==> config.mk <==
export PLATFORM = sky130hd
export DESIGN_NAME = mdu_hilo
export DESIGN_NICKNAME = d
export VERILOG_FILES = /design/src/rtl/mdu_pkg.sv /design/src/rtl/mdu_signfix.sv /design/src/rtl/mdu_hilo.sv
export SDC_FILE = /design/constraint.sdc
export NUM_CORES = 1
export LEC_CHECK = 0
export CAP_MARGIN = 15
export CORE_ASPECT_RATIO = 1.2
export CORE_MARGIN = 3
export CORE_UTILIZATION = 50
export CTS_CLUSTER_DIAMETER = 30
export DETAILED_ROUTE_END_ITERATION = 12
export MAX_ROUTING_LAYER = met4
export PLACE_DENSITY = 0.72
export SLEW_MARGIN = 20
export SYNTH_ARGS = -nofsm -noshare
export SYNTH_HDL_FRONTEND = slang
export SYNTH_SLANG_ARGS = --single-unit
export TNS_END_PERCENT = 10
==> constraint.sdc <==
create_clock -name CLK -period 4 [get_ports CLK]
set_input_delay 0.8 -clock CLK [delete_from_list [all_inputs] [get_ports CLK]]
set_output_delay 0.8 -clock CLK [all_outputs]
set_load 0.02 [all_outputs]
==> src/rtl/mdu_pkg.sv <==
// Shared encodings and constants for the HI/LO multiply/divide unit.
package mdu_pkg;

  localparam int XLEN          = 32;
  localparam int ITERS_DEFAULT = 32;

  typedef enum logic [2:0] {
    MDU_MULT  = 3'd0,
    MDU_MULTU = 3'd1,
    MDU_DIV   = 3'd2,
    MDU_DIVU  = 3'd3,
    MDU_MTHI  = 3'd4,
    MDU_MTLO  = 3'd5
  } mdu_op_e;

  typedef enum logic [1:0] {
    IDLE = 2'd0,
    CALC = 2'd1,
    FIX  = 2'd2
  } mdu_state_e;

  function automatic logic op_is_mul(input logic [2:0] op);
    return (op == MDU_MULT) || (op == MDU_MULTU);
  endfunction

  function automatic logic op_is_div(input logic [2:0] op);
    return (op == MDU_DIV) || (op == MDU_DIVU);
  endfunction

  function automatic logic op_is_signed(input logic [2:0] op);
    return (op == MDU_MULT) || (op == MDU_DIV);
  endfunction

endpackage

==> src/rtl/mdu_signfix.sv <==
// Operand magnitude extraction on issue and sign restoration of the
// 64-bit product or the 32-bit quotient/remainder pair on completion.
module mdu_signfix
  import mdu_pkg::*;
(
  input  logic [XLEN-1:0]   rs_i,
  input  logic [XLEN-1:0]   rt_i,
  input  logic              abs_en_i,
  output logic [XLEN-1:0]   rs_mag_o,
  output logic [XLEN-1:0]   rt_mag_o,
  input  logic [2*XLEN-1:0] res_i,
  input  logic              neg_wide_i,
  input  logic              neg_hi_i,
  input  logic              neg_lo_i,
  output logic [2*XLEN-1:0] res_o
);

  assign rs_mag_o = (abs_en_i && rs_i[XLEN-1]) ? -rs_i : rs_i;
  assign rt_mag_o = (abs_en_i && rt_i[XLEN-1]) ? -rt_i : rt_i;

  // A product negates as one 64-bit value; quotient and remainder negate independently.
  always_comb begin
    // NOTE: default assignment first so every path drives res_o and no latch is inferred.
    res_o = res_i;
    if (neg_wide_i) begin
      res_o = -res_i;
    end else begin
      if (neg_hi_i) res_o[2*XLEN-1:XLEN] = -res_i[2*XLEN-1:XLEN];
      if (neg_lo_i) res_o[XLEN-1:0]      = -res_i[XLEN-1:0];
    end
  end

endmodule

==> src/rtl/mdu_hilo.sv <==
// Iterative multiply/divide unit owning HI/LO: radix-2 shift-add multiply, restoring divide.
// Optional MDU_EARLY_OUT_EN: multiply exits as soon as the remaining multiplier bits are zero.
module mdu_hilo
  import mdu_pkg::*;
#(
  parameter int ITERS = ITERS_DEFAULT
) (
  input  logic            CLK,
  input  logic            RST,
  input  logic            Start,
  input  logic [2:0]      Op,
  input  logic [XLEN-1:0] Rs,
  input  logic [XLEN-1:0] Rt,
  output logic            Busy,
  output logic            Done,
  output logic            DivZero,
  output logic [XLEN-1:0] HI,
  output logic [XLEN-1:0] LO
);

  localparam int CW = $clog2(ITERS + 1);

  mdu_state_e        state_q;
  logic              busy_q, done_q, divzero_q;
  logic [XLEN-1:0]   hi_q, lo_q;
  logic [2*XLEN-1:0] acc_q;
  logic [XLEN-1:0]   opnd_q;
  logic [CW-1:0]     count_q;
  logic              is_div_q, neg_prod_q, neg_quo_q, neg_rem_q;
`ifdef MDU_EARLY_OUT_EN
  logic [XLEN-1:0]   mrem_q;
`endif

  logic              op_mul, op_div, op_sgn, div_zero;
  logic [XLEN-1:0]   rs_mag, rt_mag;
  logic [XLEN:0]     mul_sum, div_shift, div_trial;
  logic [2*XLEN-1:0] mul_next, div_next, iter_next;
  logic [2*XLEN-1:0] fix_raw, fix_res;
  logic              last_iter;

  assign op_mul   = op_is_mul(Op);
  assign op_div   = op_is_div(Op);
  assign op_sgn   = op_is_signed(Op);
  assign div_zero = op_div && (Rt == '0);

  mdu_signfix u_signfix (
    .rs_i       (Rs),
    .rt_i       (Rt),
    .abs_en_i   (op_sgn),
    .rs_mag_o   (rs_mag),
    .rt_mag_o   (rt_mag),
    .res_i      (fix_raw),
    .neg_wide_i (neg_prod_q),
    .neg_hi_i   (neg_rem_q),
    .neg_lo_i   (neg_quo_q),
    .res_o      (fix_res)
  );

  // acc_q holds {partial product, multiplier} or {remainder, quotient}.
  always_comb begin
    mul_sum   = {1'b0, acc_q[2*XLEN-1:XLEN]} + {1'b0, (acc_q[0] ? opnd_q : '0)};
    mul_next  = {mul_sum, acc_q[XLEN-1:1]};
    div_shift = acc_q[2*XLEN-1:XLEN-1];
    div_trial = div_shift - {1'b0, opnd_q};
    div_next  = div_trial[XLEN] ? {div_shift[XLEN-1:0], acc_q[XLEN-2:0], 1'b0}
                                : {div_trial[XLEN-1:0], acc_q[XLEN-2:0], 1'b1};
    iter_next = is_div_q ? div_next : mul_next;
  end

`ifdef MDU_EARLY_OUT_EN
  // The shifts skipped by an early exit are applied to the product in FIX.
  assign last_iter = (count_q == CW'(ITERS - 1)) ||
                     (!is_div_q && (mrem_q[XLEN-1:1] == '0));
  assign fix_raw   = is_div_q ? acc_q : (acc_q >> (CW'(ITERS) - count_q));
`else
  assign last_iter = (count_q == CW'(ITERS - 1));
  assign fix_raw   = acc_q;
`endif

  // NOTE: sequential state uses non-blocking assignments only, so every register
  // samples pre-edge values regardless of statement order.
  always_ff @(posedge CLK or negedge RST) begin
    if (!RST) begin
      state_q    <= IDLE;
      busy_q     <= 1'b0;
      done_q     <= 1'b0;
      divzero_q  <= 1'b0;
      hi_q       <= '0;
      lo_q       <= '0;
      acc_q      <= '0;
      opnd_q     <= '0;
      count_q    <= '0;
      is_div_q   <= 1'b0;
      neg_prod_q <= 1'b0;
      neg_quo_q  <= 1'b0;
      neg_rem_q  <= 1'b0;
`ifdef MDU_EARLY_OUT_EN
      mrem_q     <= '0;
`endif
    end else begin
      done_q    <= 1'b0;
      divzero_q <= 1'b0;
      case (state_q)
        IDLE: begin
          if (Start) begin
            if (div_zero) begin
              done_q    <= 1'b1;
              divzero_q <= 1'b1;
            end else if (op_mul || op_div) begin
              state_q    <= CALC;
              busy_q     <= 1'b1;
              count_q    <= '0;
              is_div_q   <= op_div;
              acc_q      <= {{XLEN{1'b0}}, (op_div ? rs_mag : rt_mag)};
              opnd_q     <= op_div ? rt_mag : rs_mag;
              neg_prod_q <= op_mul && op_sgn && (Rs[XLEN-1] ^ Rt[XLEN-1]);
              neg_quo_q  <= op_div && op_sgn && (Rs[XLEN-1] ^ Rt[XLEN-1]);
              neg_rem_q  <= op_div && op_sgn && Rs[XLEN-1];
`ifdef MDU_EARLY_OUT_EN
              mrem_q     <= rt_mag;
`endif
            end else if (Op == MDU_MTHI) begin
              hi_q   <= Rs;
              done_q <= 1'b1;
            end else if (Op == MDU_MTLO) begin
              lo_q   <= Rs;
              done_q <= 1'b1;
            end
          end
        end
        CALC: begin
          acc_q   <= iter_next;
          count_q <= count_q + CW'(1);
`ifdef MDU_EARLY_OUT_EN
          mrem_q  <= mrem_q >> 1;
`endif
          if (last_iter) state_q <= FIX;
        end
        FIX: begin
          hi_q    <= fix_res[2*XLEN-1:XLEN];
          lo_q    <= fix_res[XLEN-1:0];
          state_q <= IDLE;
          busy_q  <= 1'b0;
          done_q  <= 1'b1;
        end
        default: begin
          state_q <= IDLE;
          busy_q  <= 1'b0;
        end
      endcase
    end
  end

  assign Busy    = busy_q;
  assign Done    = done_q;
  assign DivZero = divzero_q;
  assign HI      = hi_q;
  assign LO      = lo_q;

endmodule

==> metrics.md, run 1 <==
| Metric | Value |
|---|---|
| Outcome | `completed` |
| Worst min-delay path category | `in2async` |
| Crit Path Max Fanout | `24` |
| Hold_buf cts | `0` |
| Final hold violations | `0` |
| Area Growth Syn to Fin | `18.0%` |
| Primary FF master, synth | `dfrtp_1` |
| Die W | `about 160 um` |
| Clock Latency Late Sink | `between 400 and 500 ps` |
| Relative slew slack | `0.411` |
| Drt pass-1 iters | `6` |
| Sequential area share after synthesis | `0.291` |
| Ports | `between 100 and 150` |
| Syn_area_per_cell | `7.65 um^2` |
| Worst hold slack | `between 300 and 400 ps` |
| Vias | `about 15000` |
| Crit path arrival time | `roughly 4000 ps` |
| Max-Cap Viols | `0` |
| Worst path top cell family by delay | `simple AND/OR/NAND/NOR gates` |
| Global-route usage over all layers | `0.331` |
| Antenna violations before repair | `0` |
| RePlAce Congestion | `about 1` |
| Antenna Violating Nets Remaining | `0` |
| Setup_tns | `0 ps` |
| Final nets | `about 2200` |
| Post-synth ARST share | `1.00` |
| Initial Util | `0.515` |
| Total global routing overflow | `0` |
| Final worst setup slack | `309 ps` |
| Post-synth EDFFs | `0` |
| Clock Path Buffers | `2` |
| Clk root buf | `clkbuf_16` |
| Mapped Cells | `between 1500 and 2000` |
| Synth Register Bits | `175` |
| Share of cells above drive strength 1 | `0.0716` |
| Met1 WL | `between 20000 and 25000 um` |
| Clock transition at path regs | `about 70 ps` |
| Maximum VDD drop | `about 0.0004 V` |
| DP Area | `between 15000 and 20000 um^2` |
| Core area | `29200 um^2` |
| Max-slew violations | `0` |
| Height of the die | `approximately 200 um` |
| Largest net degree at the start of global routing | `80` |
| Clk_skew | `between 10 and 15 ps` |
| Syn nets | `around 2100` |
| Final instance area | `17700 um^2` |
| Min Tclk post-route | `approximately 3700 ps` |
| Total power | `about 16 mW` |
| H-Tree Depth | `4` |
| Final core utilization | `0.608` |
| Final setup vio count | `0` |
| Ant diodes | `0` |
| Vias in the first global route | `around 14000` |
| Power per standard cell area | `slightly above 900 nW/um^2` |
| Routed wl met2 | `25400 um` |
| Endpoint class of the critical path | `flip-flop` |
| CP Cell Sequence | `inv_1 > buf_12 > nor2_1 > ha_1 > and4_1 > o2111a_1 > nand3_1 > o211ai_1 > a31o_2 > a21oi_1 > or4b_2 > a32oi_1 > nor3_1` |
| DRC Markers | `0` |
| Startpoint types | `flip-flop` |
| Met3 WL post-DR | `approximately 3300 um` |
| Max incr delay on CP | `between 600 and 700 ps` |
| Critical path type | `reg2reg` |
| Critical path buffer and inverter count | `2` |
| Post-synthesis cell type count | `77` |
| Slew of the pin with the lowest slew margin | `~880 ps` |
| Die area | `roughly 32000 um^2` |
| RSZ-0062 raised after global routing | `no` |
| HPWL after detailed placement | `42000 um` |
| Worst Path Required | `about 4300 ps` |
| DR top layer | `met4` |
| Yosys warnings | `0` |
| Pleak | `approximately 7.5 nW` |
| Pre-CTS WS | `-12.8 ps` |
| Mapped Area | `15000 um^2` |
| Final cycle utilization of the critical path | `0.923` |
| CTS Buf Count | `17` |
| First-pass GRT wire length | `just over 80000 um` |
| DR vias/cell | `~6` |
| DP Cell Count | `roughly 2500` |
| Final cell count without fillers | `between 2000 and 2500` |
| CTS tree | `done` |
| DR iter-0 viols | `around 1300` |
| F_max | `about 270 MHz` |
| Clock Sinks | `roughly 180` |
| Routed wire length per instance | `between 20 and 25 um` |
| Slowest cell on the critical path | `or4b_2` |
| Row count | `a little under 70` |
| DRT Wirelength | `roughly 53000 um` |
| Port Buf Inserts | `136` |
## cell usage after synthesis, types with 14 or more instances
cell,count,area [um^2]
nor2_1,228,856
nand2_1,213,800
o21ai_0,212,1060
a21oi_1,207,1040
dfrtp_1,175,4380
xnor2_1,92,806
clkbuf_1,90,338
xor2_1,80,701
ha_1,69,863
inv_1,67,251
mux2i_1,50,500
nor3_1,40,200
o211ai_1,37,278
a21o_1,27,203
nand3_1,26,130
o31ai_1,26,195
a22oi_1,24,180
nand2b_1,19,119
o21a_1,19,143
a31oi_1,17,106
nor2b_1,15,93.8
nor4_1,15,93.8
or4_1,15,113
a211oi_1,14,105
or3_1,14,87.6
## flip-flops by register name, indices dropped and copies added, names as in the netlist, 2 cells and up
signal,count
LO,32
opnd_q,32
acc_q,64
HI,32
count_q,6
state_q,2
## worst register-to-register path, cell delays in order (launching register included)
cell	delay [ps]
dfrtp_1	450
inv_1	300
buf_12	210
nor2_1	70
ha_1	320
and4_1	240
o2111a_1	250
nand3_1	100
o211ai_1	290
a31o_2	250
a21oi_1	100
or4b_2	660
a32oi_1	230
nor3_1	80
## layout make-up
| type | instances | area (um^2) |
|---|---|---|
| clock buffer | 20 | 457 |
| clock inverter | 12 | 113 |
| fill | 2664 | 11400 |
| inverter | 67 | 251 |
| multi-input combinational | 1606 | 9930 |
| sequential | 175 | 4380 |
| tap | 385 | 482 |
| timing repair buffer | 229 | 2130 |
## cells by family after synthesis
logic type	share of synthesized area
AND/OR/NAND/NOR	0.195
AO/OA/AOI/OAI	0.268
adder cells (fa/ha/maj)	0.0601
buffers and inverters	0.0503
XOR/XNOR	0.101
flip-flops	0.291
multiplexers	0.0340
## power by group
part / total (mW) / internal [mW] / switching [mW]
Combinational: 10.9 / 4.57 / 6.32
Clock: 1.64 / 0.892 / 0.745
Sequential: 3.66 / 2.63 / 1.03
## layer usage
| layer | track usage | vias up |
|---|---|---|
| li1 | - | 7302 |
| met1 | 0.421 | 7217 |
| met2 | 0.544 | 624 |
| met3 | 0.0374 | 103 |
| met4 | 0.119 | 0 |
| met5 | - | - |
## final timing paths
| check | startpoint | endpoint | slack, ps | depth (start not counted) |
|---|---|---|---|---|
| max | acc_q[0] | acc_q[61] | 310 | 13 |
| min | RST | LO[27] | 400 | 1 |
| max reg2reg | acc_q[0] | acc_q[61] | 310 | 13 |
| min reg2reg | LO[2] | LO[2] | 480 | 2 |
| max in group asynchronous | RST | acc_q[31] | 2530 | 2 |
| min in group CLK | LO[2] | LO[2] | 480 | 2 |
## repair_timing
action | in CTS | in global routing
resized for setup | 0 | 1
setup endpoints to repair | 0 | 2
buffers inserted | 0 | 0
## cells in the final DEF, fill, tap and decap left out, types with 8 or more instances in the layout
cell             netlist  layout
and2_1                11      11
a21o_1                27      27
nor2b_1               15      13
o31ai_1               26      26
nor2_1               228     227
a21oi_1              207     207
clkdlybuf4s50_1        0     134
o21ai_1                8       8
xnor2_1               92      92
o41ai_1                8       8
nor4_1                15      15
nand2_1              213     213
and3_1                10      10
a22oi_1               24      24
inv_1                 67      67
o211ai_1              37      37
o21ai_0              212     212
mux2i_1               50      50
nand4_1               13      13
a211oi_1              14      14
nand2b_1              19      17
nor3_1                40      40
or4_1                 15      15
buf_4                  8      87
ha_1                  69      69
dfrtp_1              175     174
a31oi_1               17      17
xor2_1                80      80
o21a_1                19      19
nand3_1               26      25
o22ai_1               11      11
clkbuf_16              0      17
or3_1                 14      14
(Power assumes the default switching activity.)
==> inputs of run 2 (changes only) <==
--- a/config.mk
+++ b/config.mk
@@ -7,9 +7,10 @@
 export LEC_CHECK = 0
 export CAP_MARGIN = 15
 export CORE_ASPECT_RATIO = 1.2
-export CORE_MARGIN = 3
+export CORE_MARGIN = 8
 export CORE_UTILIZATION = 50
 export CTS_CLUSTER_DIAMETER = 30
+export CTS_CLUSTER_SIZE = 14
 export DETAILED_ROUTE_END_ITERATION = 12
 export MAX_ROUTING_LAYER = met4
 export PLACE_DENSITY = 0.72
==> run 2 against run 1 <==
  * Maximum frequency down 1.1%
  * Largest power group unchanged
  * Combinational power about the same
  * Critical path type unchanged
  * Global-route usage shrank 2.4 points
  * Sequential share of layout area is 0.18 points lower
  * Cell area increased by 0.73%
==> metrics.md, run 2 (synthesis gave the netlist of run 1 again) <==
| Metric | Value |
|---|---|
| Outcome | `completed` |
| Crit Path Max Fanout | `24 (unchanged)` |
| Most frequent cells in the layout | `nor2_1 (227), nand2_1 (213), o21ai_0 (212), a21oi_1 (207), dfrtp_1 (174)` |
| Endpoint class of the critical path | `flip-flop` |
| Slew of the pin with the lowest slew margin | `932 ps (+49.2 ps)` |
| Min Tclk post-route | `3730 ps (+39.8 ps)` |
| Worst min-delay path category | `in2async` |
| Reg-to-Reg Start | `acc_q[0]` |
| Final cycle utilization of the critical path | `0.933 (+0.00994)` |
| Worst Path Required | `4340 ps (+20 ps)` |
| Height of the die | `206 um (+5.1%)` |
| Antenna Violating Nets Remaining | `0 (unchanged)` |
| Worst Setup SP | `acc_q[0]` |
| Biggest register | `acc_q` |
| Clock Latency Late Sink | `450 ps (about the same)` |
| RePlAce Congestion | `1.04 (+4.3%)` |
| Ports | `137 (unchanged)` |
| Setup_tns | `0 ps (unchanged)` |
| Antenna violations before repair | `1 (+1)` |
| Most common cell after layout, fill and taps aside | `nor2_1` |
| Clk root buf | `clkbuf_16` |
| Startpoint types | `flip-flop` |
| DRC Markers | `0 (unchanged)` |
| HPWL after detailed placement | `43600 um (+3.8%)` |
| Clock transition at path regs | `70 ps (about the same)` |
| CTS tree | `done` |
| Initial Util | `0.508 (-0.00747)` |
| Power per standard cell area | `921 nW/um^2 (+1.0%)` |
| CTS Buf Count | `17 (unchanged)` |
| Final nets | `2245 (+0.36%)` |
| DR iter-0 viols | `1371 (+7.9%)` |
| Final setup vio count | `0 (unchanged)` |
| Clock Path Buffers | `2 (unchanged)` |
| Port Buf Inserts | `136 (unchanged)` |
| DR vias/cell | `6.11 (about the same)` |
| RSZ-0062 raised after global routing | `no` |
| Share of cells above drive strength 1 | `0.0761 (+0.00445)` |
| Drt pass-1 iters | `5 (-1)` |
| Crit path arrival time | `4070 ps (+60 ps)` |
| Total global routing overflow | `0 (unchanged)` |
| Clk_skew | `10.1 ps (-2.88 ps)` |
| Max-Cap Viols | `0 (unchanged)` |
| Vias | `15332 (+0.56%)` |
| Pre-CTS WS | `66.3 ps (+79.1 ps)` |
| Pleak | `7.55 nW (+0.83%)` |
| Die area | `35900 um^2 (+12%)` |
| Area Growth Syn to Fin | `18.9%` |
| H-Tree Depth | `4 (unchanged)` |
| R2R Setup Slk | `270 ps (-40 ps)` |
| Max FFs per register | `64 (unchanged)` |
| Die W | `174 um (+6.1%)` |
| Global-route usage over all layers | `0.307 (-0.0238)` |
| Core area | `29600 um^2 (+1.5%)` |
| F_max | `268 MHz (-1.1%)` |
| Critical path type | `reg2reg` |
| Final hold violations | `0 (unchanged)` |
| Final worst setup slack | `269 ps (-39.8 ps)` |
| Clock Sinks | `175 (unchanged)` |
| First-pass GRT wire length | `84600 um (+4.4%)` |
| Max-slew violations | `0 (unchanged)` |
| DRT Wirelength | `54300 um (+3.4%)` |
| Row count | `69 (+1.5%)` |
| Routed wire length per instance | `21.7 um (+2.8%)` |
| Relative slew slack | `0.378 (-0.0328)` |
| Largest net degree at the start of global routing | `86 (+7.5%)` |
| Vias in the first global route | `14578 (+1.5%)` |
| Maximum VDD drop | `0.000572 V (+40%)` |
-- run 2: cell types whose count changed in the layout (fill, tap and decap cells not counted), moves of 2 or more --
cell / before / now
buf_4: 87 / 93
buf_12: 6 / 8
inv_6: 1 / 4
inv_8: 0 / 2
clkbuf_8: 2 / 0
clkinv_2: 2 / 0
-- run 2: where the power goes --
| part | internal [mW] | switching [mW] | total (mW) | leakage [nW] |
|---|---|---|---|---|
| combinational | 4.63 | 6.48 | 11.1 | 5.07 |
| sequential | 2.63 | 0.993 | 3.62 | 2.19 |
| clock | 0.940 | 0.796 | 1.74 | 0.285 |
| total | 8.20 | 8.27 | 16.5 | 7.55 |
-- run 2: final cells by class --
| type | instances | area, um^2 |
|---|---|---|
| fill | 2761 | 11700 |
| antenna | 1 | 2.50 |
| inverter | 67 | 255 |
| tap | 390 | 488 |
| sequential | 175 | 4380 |
| clock buffer | 17 | 425 |
| clock inverter | 15 | 175 |
| multi-input combinational | 1606 | 9930 |
| timing repair buffer | 237 | 2220 |
-- run 2: final timing paths --
check,end,cells after the start
setup / recovery,acc_q[63],14
hold / removal,LO[30],1
setup reg to reg,acc_q[63],14
hold reg to reg,LO[6],2
max in group asynchronous,acc_q[40],2
min in group CLK,LO[6],2
-- run 2: stage by stage --
stage	instance area, um^2	instances	total power, mW	hold WS (ps)	util
finish	17900	2508	16.5	434	0.604
global route	17900	2508	17.6	494	0.604
CTS	17900	2507	16.3	454	0.603
detailed placement	17300	2475	14.6	468	0.583
global placement	17300	2475	14.4	462	0.583
floorplan	15000	1966	10.8	450	-
-- run 2: metal layers --
layer  GRT usage  vias to the layer above  share of wire  routed length (um)
met2       0.517                      588           0.49               26500
met1       0.375                     7336           0.42               23100
met4       0.111                        0          0.032                1730
met3      0.0400                      106          0.055                3010
li1            -                     7302              -                   -
met5           -                        -              0                   0
-- run 2: worst max-delay path, cell delays in order (launching register included) --
cell and delay (ps):
dfrtp_1 490, clkinvlp_4 320, buf_12 250, nor2_1 110, ha_1 290, o21a_1 220, o2111a_1 270, buf_4 140
o211ai_1 120, and4b_1 350, o21ai_1 140, a31oi_1 320, o21ai_0 230, a41oi_1 260, o21ai_0 90
-- run 2: repair_timing --
item,4_1_cts,5_1_grt
hold buffers,0,0
hold endpoints to repair,0,0
endpoints found under the setup margin,0,2
gates resized for setup,0,2
setup buffers,0,0
